## config.mk

```make
export PLATFORM = sky130hd
export DESIGN_NAME = alu_sched
export DESIGN_NICKNAME = d
export VERILOG_FILES = /design/src/rtl/alu_pkg.sv /design/src/rtl/rr_arb2.sv /design/src/rtl/alu_sched.sv
export SDC_FILE = /design/constraint.sdc
export NUM_CORES = 1
export LEC_CHECK = 0
export ABC_AREA = 1
export ABC_CLOCK_PERIOD_IN_PS = 1900
export BUFFER_PORTS_ARGS = -buffer_cell sky130_fd_sc_hd__buf_2
export CAP_MARGIN = 20
export CORE_UTILIZATION = 47
export CTS_BUF_LIST = sky130_fd_sc_hd__clkbuf_2
export CTS_CLUSTER_DIAMETER = 120
export DETAILED_ROUTE_END_ITERATION = 6
export PLACE_DENSITY = 0.81
export SETUP_SLACK_MARGIN = 0.05
export SYNTH_ARGS = -nofsm -noshare
export SYNTH_HDL_FRONTEND = slang
export SYNTH_HIERARCHICAL = 1
export SYNTH_SLANG_ARGS = --single-unit
```

## constraint.sdc

```tcl
create_clock -name clk -period 1.9 [get_ports clk]
set_clock_uncertainty 0.15 [all_clocks]
set_input_delay 0.285 -clock clk [delete_from_list [all_inputs] [get_ports clk]]
set_output_delay 0.285 -clock clk [all_outputs]
set_load 0.005 [all_outputs]
```

## src/rtl/alu_pkg.sv

```systemverilog
// Shared definitions for the ALU scheduler: op codes and FSM state encoding.
// Latency: n/a (constants only).
// Backpressure: n/a.
package alu_pkg;

  // Op codes understood by the preprocessor plus adder/logic unit
  localparam logic [2:0] OP_PASS = 3'b000;  // A
  localparam logic [2:0] OP_NEG  = 3'b001;  // 0 + ~A + 1
  localparam logic [2:0] OP_ADD  = 3'b010;  // A + B
  localparam logic [2:0] OP_INC  = 3'b011;  // A + 1
  localparam logic [2:0] OP_AND  = 3'b100;
  localparam logic [2:0] OP_OR   = 3'b101;
  localparam logic [2:0] OP_XOR  = 3'b110;
  localparam logic [2:0] OP_NOT  = 3'b111;

  // Scheduler FSM encoding
  localparam logic [1:0] S_IDLE  = 2'd0;
  localparam logic [1:0] S_ISSUE = 2'd1;
  localparam logic [1:0] S_RESP  = 2'd2;

endpackage

```

## src/rtl/rr_arb2.sv

```systemverilog
// Two-input round-robin arbiter: one-hot grant from valids and last-served pointer.
// Latency: purely combinational.
// Backpressure: none; the caller qualifies the grant with its own ready conditions.
module rr_arb2 (
  input  logic [1:0] vld,
  input  logic       ptr,   // id of the requester served last
  output logic [1:0] gnt
);

  // Contention goes to the requester not served last; otherwise the lone valid wins
  always_comb begin
    gnt = vld;
    if (vld == 2'b11) begin
      gnt = ptr ? 2'b01 : 2'b10;
    end
  end

endmodule

```

## src/rtl/alu_sched.sv

```systemverilog
// Two-requester round-robin scheduler for the shared ALU datapath.
// Latency: handshake at T -> operands driven T+1..T+ALU_LAT -> rsp_valid from T+ALU_LAT+1.
// Backpressure: one op in flight; requests are not accepted until the response is taken.
module alu_sched
  import alu_pkg::*;
#(
  parameter int W       = 4,
  parameter int ALU_LAT = 1
) (
  input  logic         clk,
  input  logic         rst,
  input  logic         req0_valid,
  output logic         req0_ready,
  input  logic [W-1:0] req0_a,
  input  logic [W-1:0] req0_b,
  input  logic [2:0]   req0_op,
  input  logic         req1_valid,
  output logic         req1_ready,
  input  logic [W-1:0] req1_a,
  input  logic [W-1:0] req1_b,
  input  logic [2:0]   req1_op,
  output logic [W-1:0] alu_a,
  output logic [W-1:0] alu_b,
  output logic [2:0]   alu_op,
  output logic         alu_cin,
  input  logic [W-1:0] alu_y,
  input  logic         alu_cout,
  output logic         rsp_valid,
  input  logic         rsp_ready,
  output logic         rsp_id,
  output logic [W-1:0] rsp_y,
  output logic         rsp_cout,
  output logic         busy
);

  if (ALU_LAT < 1 || ALU_LAT > 15) begin : g_lat_chk
    $error("alu_sched: ALU_LAT must be within 1..15");
  end

  logic [1:0]   state_q, state_d;
  logic [3:0]   cnt_q, cnt_d;
  logic         ptr_q, ptr_d;
  logic [W-1:0] a_q, a_d;
  logic [W-1:0] b_q, b_d;
  logic [2:0]   op_q, op_d;
  logic         id_q, id_d;
  logic [W-1:0] y_q, y_d;
  logic         cout_q, cout_d;
  logic [1:0]   gnt;
  logic         idle;

  rr_arb2 u_arb (
    .vld (({req1_valid, req0_valid})),
    .ptr (ptr_q),
    .gnt (gnt)
  );

  assign idle       = (state_q == S_IDLE);
  assign req0_ready = idle & gnt[0];
  assign req1_ready = idle & gnt[1];

  // The operand registers only change on a handshake, which always enters ISSUE,
  // so driving the datapath straight from them holds the last issued values elsewhere.
  assign alu_a   = a_q;
  assign alu_b   = b_q;
  assign alu_op  = op_q;
  assign alu_cin = (op_q == OP_NEG);

  assign rsp_valid = (state_q == S_RESP);
  assign rsp_id    = id_q;
  assign rsp_y     = y_q;
  assign rsp_cout  = cout_q;
  assign busy      = !idle;

  // Next-state: accept in IDLE, count down the datapath latency, hold the response
  always_comb begin
    state_d = state_q;
    cnt_d   = cnt_q;
    ptr_d   = ptr_q;
    a_d     = a_q;
    b_d     = b_q;
    op_d    = op_q;
    id_d    = id_q;
    y_d     = y_q;
    cout_d  = cout_q;
    case (state_q)
      S_IDLE: begin
        if (gnt != 2'b00) begin
          a_d     = gnt[1] ? req1_a  : req0_a;
          b_d     = gnt[1] ? req1_b  : req0_b;
          op_d    = gnt[1] ? req1_op : req0_op;
          id_d    = gnt[1];
          cnt_d   = 4'(ALU_LAT - 1);
          state_d = S_ISSUE;
        end
      end
      S_ISSUE: begin
        if (cnt_q == 4'd0) begin
          y_d     = alu_y;
          cout_d  = alu_cout;
          state_d = S_RESP;
        end else begin
          cnt_d = cnt_q - 4'd1;
        end
      end
      S_RESP: begin
        if (rsp_ready) begin
          ptr_d   = id_q;
          state_d = S_IDLE;
        end
      end
      default: state_d = S_IDLE;
    endcase
  end

  // State registers; pointer resets to 1 so req0 wins the first contention
  always_ff @(posedge clk) begin
    if (rst) begin
      state_q <= S_IDLE;
      cnt_q   <= 4'd0;
      ptr_q   <= 1'b1;
      a_q     <= '0;
      b_q     <= '0;
      op_q    <= OP_PASS;
      id_q    <= 1'b0;
      y_q     <= '0;
      cout_q  <= 1'b0;
    end else begin
      state_q <= state_d;
      cnt_q   <= cnt_d;
      ptr_q   <= ptr_d;
      a_q     <= a_d;
      b_q     <= b_d;
      op_q    <= op_d;
      id_q    <= id_d;
      y_q     <= y_d;
      cout_q  <= cout_d;
    end
  end

endmodule

```

# [Word level (Yosys, flattened, before mapping)]
# Index checks and enable logic that the tools add are counted.
[op_classes] addsub=1 n_reduce_logical=10 bitwise=2 eq_ne=8 mux=12
[op_table] cell="$mux 4" n=4
[op_table] cell="$mux 2" n=5
[op_table] cell="$pmux 4 s2" n=1
[op_table] cell="$pmux 2 s3" n=1
[op_table] cell="$reduce_and 2->1" n=3
[op_table] cell="$reduce_and 3->1" n=2
[op_table] cell="$eq 2x2->1 const B" n=2
[op_table] cell="$logic_not 4->1" n=1
[op_table] cell="$ne 2x1->1 const B" n=2
[op_table] cell="$ne 2x2->1 const B" n=2
[op_table] cell="$reduce_bool 2->1" n=2
[op_table] cell="$sub 4x1->4 const B" n=1
[op_table] cell="$eq 3x1->1 const B" n=1
[op_table] cell="$mux 3" n=1
[op_table] cell="$and 1x1->1" n=2
[op_table] cell="$eq 2x1->1 const B" n=1
[op_table] cell="$logic_not 2->1" n=1
[op_table] cell="$logic_not 1->1" n=1
[totals] register_bits=24 out_inout_bits=22 elab_cells=42

# [Longest topological paths before layout]
[logic_depth] word_depth=5 ltp_mapped=8 ltp_nobuf=8

# [Modules after synthesis]
# The synthesis kept the hierarchy.
[by_module_without_submodules] module="alu_sched" cells_per_inst=160 area_per_inst_um2=1089.8 n_inst=1 seq_area_each_um2=480.5
[by_module_without_submodules] module="rr_arb2" cells_per_inst=5 area_per_inst_um2=21.3 n_inst=1 seq_area_each_um2=0.0

# [Least setup slack after synthesis]
# OpenSTA, ideal clock, no wires.
[synth_path] path_kind="reg2out" startpoint="reg ptr_q" endpoint="out req1_ready" path_stages_with_launch=5 arrival_ns=1.039 path_slack_ns=0.426 path_cell_list="dfxtp_1 -> a21oi_1 -> inv_2 -> buf_2 -> nor2_2"
[synth_via] elab_chain_len=3
[synth_rtl] element="start: declaration" line_no="alu_sched.sv:42" rtl="logic ptr_q, ptr_d;"
[synth_rtl] element="start signal: assignment" line_no="alu_sched.sv:131" rtl="ptr_q <= ptr_d;"
[synth_rtl] element="$mux 2" line_no="rr_arb2.sv:14" rtl="gnt = ptr ? 2'b01 : 2'b10;"
[synth_rtl] element="$mux 2" line_no="rr_arb2.sv:13" rtl="if (vld == 2'b11) begin"
[synth_rtl] element="net gnt[1]" line_no="alu_sched.sv:49" rtl="logic [1:0] gnt;"
[synth_rtl] element="$and 1x1->1" line_no="alu_sched.sv:60" rtl="assign req1_ready = idle & gnt[1];"
[synth_rtl] element="end: declaration" line_no="alu_sched.sv:18" rtl="output logic req1_ready,"
# The timed path passes the listed nets, and every way through them passes these cells.

# [Worst setup path in the final report]
# Same ends and word-level chain as after synthesis.

==> flow_summary.json <==
{
  "status": "finished clean",
  "dp_hpwl_um": 2090,
  "synth-simple-area-share_pct": 34.8,
  "syn_area_per_cell_sq_um": 6.73,
  "max_stage_delay_ns": 0.38,
  "dr.pass1.iters": 4,
  "fin_setup_tns_ns": 0,
  "synthCells": 165,
  "rows": 17,
  "synth_top_family_by_area": "simple AND/OR/NAND/NOR gates",
  "cts_max_level": 1,
  "min_from": "alu_y[1]",
  "r2r_setup_slack_ns": 0.24,
  "rsz0062_at_grt": "false",
  "wl_per_cell_um": 10.8,
  "regToRegEndpoint": "cnt_q[3]",
  "final_cell_mix": "buf_2 (53), nand2_1 (43), nor2_1 (39)",
  "core-area_sq_um": 2210,
  "cts.sinks": 24,
  "gp_congestion": 0.797,
  "yosysWarnings": 6,
  "synth-xor-area-share_pct": 0,
  "clk_pin_slew_ns": 0.22,
  "synth_area_leaders": "dfxtp_1 (43%), nand2_1 (15%), nor2_1 (13%)",
  "ff2ff_path_depth": 8,
  "finalWirelength_um": 2710,
  "finalHoldViolCount": 0,
  "worstPathRequired_ns": 1.46,
  "grt_usage_pct": 22.9,
  "area_growth_pct": 32.0,
  "grt_pass1_wl_um": 4510,
  "yosysTopAreaCell": "dfxtp_1",
  "die_height_um": 50.6,
  "ant_nets": 0,
  "dpl_worst_slack_ns": 0.260,
  "grt_remaining_overflow": 0,
  "setup_slack_ns": 0.155,
  "worstPathCellList": "a21oi_2, buf_6, inv_4, nor2_2, buf_2",
  "clkLatencyLatePin_ns": 0.33,
  "numCtsBuffers": 3,
  "cp-end-kind": "output pin",
  "start_util_pct": 50.2,
  "arrival_ns": 1.31,
  "yosys.area_share.adder_pct": 2.25,
  "die_w_um": 50.6,
  "fin_util_pct": 66.3,
  "drive_gt1_share_pct": 31.7,
  "synth_area_sq_um": 1110,
  "clk_path_buf_depth": 2,
  "grt_pass1_vias": 1147,
  "ys_ff_latch": 24,
  "drt_iter0_drc": 14,
  "cts_tree": "yes",
  "worstReg2RegStart": "ptr_q",
  "worstPathMaxFanout": 12,
  "crit_type": "reg2out",
  "maxSlewHeadroom_pct": 72.3,
  "portBuffers": 53,
  "hold_class": "in2reg",
  "final-setup-viol-count": 0,
  "layout_commonest_cell": "buf_2",
  "drc": 0,
  "worstMarginPinSlew_ns": 0.415,
  "pwr_density_cell_nw_per_um2": 952,
  "viasPerCell": 4.85,
  "peakVddDrop_mv": 0.713,
  "die_area_sq_um": 2560,
  "layout_min_cycle_time_ns": 1.74,
  "synth_compound_area_share_pct": 12.7,
  "max_cap_violations": 0,
  "diodes": 0,
  "grt_max_degree": 18,
  "holdPathStages": 3,
  "io_pins": 54,
  "whs_endpoint": "rsp_y[1]",
  "post-route-period-util_pct": 91.8,
  "totalPowerFinal_mw": 1.40,
  "slowest_stage": "dfxtp_2",
  "slew_violations": 0,
  "cts-root-buf": "clkbuf_2",
  "synth.distinct_cells": 18,
  "ys_seq_area_share_pct": 43.2,
  "synth_mux_area_share_pct": 0,
  "nets": 259,
  "leakagePower_nw": 0.799,
  "synth_top_area_share_pct": 43.2,
  "max_clock_freq_ghz": 0.573,
  "vias": 1222,
  "synth_nets": 199,
  "antenna_found_initial": 0,
  "cp-start-kind": "register"
}
[routing by layer]
metal  share of wire [%]  GRT usage [%]
met3                 5.1           3.94
met2                  51           43.1
met5                   0              0
met4                0.59           6.48
met1                  44           26.0
[flip-flops by register name (all words and copies together), names as in the netlist]
name and cells:
rsp_cout 1, cnt_q 4, alu_op 3, rsp_id 1, alu_a 4, ptr_q 1
rsp_y 4, alu_b 4, state_q 2
[report_power, final]
group | total [mW] | internal [mW] | switching (mW)
sequential | 0.668 | 0.606 | 0.0614
combinational | 0.528 | 0.222 | 0.307
clock | 0.200 | 0.0458 | 0.154
total | 1.40 | 0.874 | 0.522
[cell families after synthesis]
group / Yosys count
adder cells (fa/ha/maj): 2
buffers and inverters: 17
AO/OA/AOI/OAI: 26
flip-flops: 24
AND/OR/NAND/NOR: 96
[through the flow]
stage | hold slack [ns] | instance area (sq um) | std cells
final | 0.0196 | 1470 | 252
after global routing | 0.00851 | 1470 | 252
after CTS | 0.00349 | 1420 | 248
after detailed placement | 0.316 | 1400 | 244
after global placement | 0.314 | 1400 | 244
after floorplan | 0.204 | 1110 | 165
[worst max path at each step]
stage          startpoint    endpoint  depth (start not counted)
4_1_cts             ptr_q  req1_ready                          5
3_3_place_gp   req1_valid    cnt_q[3]                          9
5_1_grt             ptr_q  req1_ready                          5
2_1_floorplan       ptr_q  req1_ready                          4
3_5_place_dp   req1_valid    cnt_q[3]                          9
6_report            ptr_q  req1_ready                          5
[synth_stat cells]
cell type / count
ha_1: 2
nor3b_1: 1
o21ai_1: 9
o21ai_0: 7
o21ai_4: 1
nor2_2: 3
nand2_2: 1
nor3_1: 2
nand2_1: 43
inv_2: 3
buf_2: 2
or2_1: 1
nand3_1: 6
dfxtp_1: 24
inv_1: 9
buf_4: 3
a21oi_1: 9
nor2_1: 39
[critical path, delay by kind of cell (launching register included)]
kind	cells	cell delay, ns
buf+inv	3	0.31
simple gates	1	0.11
compound gates	1	0.17
flops	1	0.38
[layout make-up]
cell class,instances,area (sq um)
sequential,24,482
timing repair buffer,60,327
inverter,12,47.5
clock inverter,1,3.75
tap,28,35.0
fill,194,746
clock buffer,3,15.0
multi-input combinational,124,557
[what timing repair did]
| action | in CTS | in global routing |
|---|---|---|
| setup endpoints to repair | 1 | 1 |
| gates resized for setup | 1 | 3 |
| hold buffers | 0 | 2 |
| endpoints found under the hold margin | 0 | 2 |
| buffers inserted | 0 | 2 |
(Power assumes the default switching activity.)
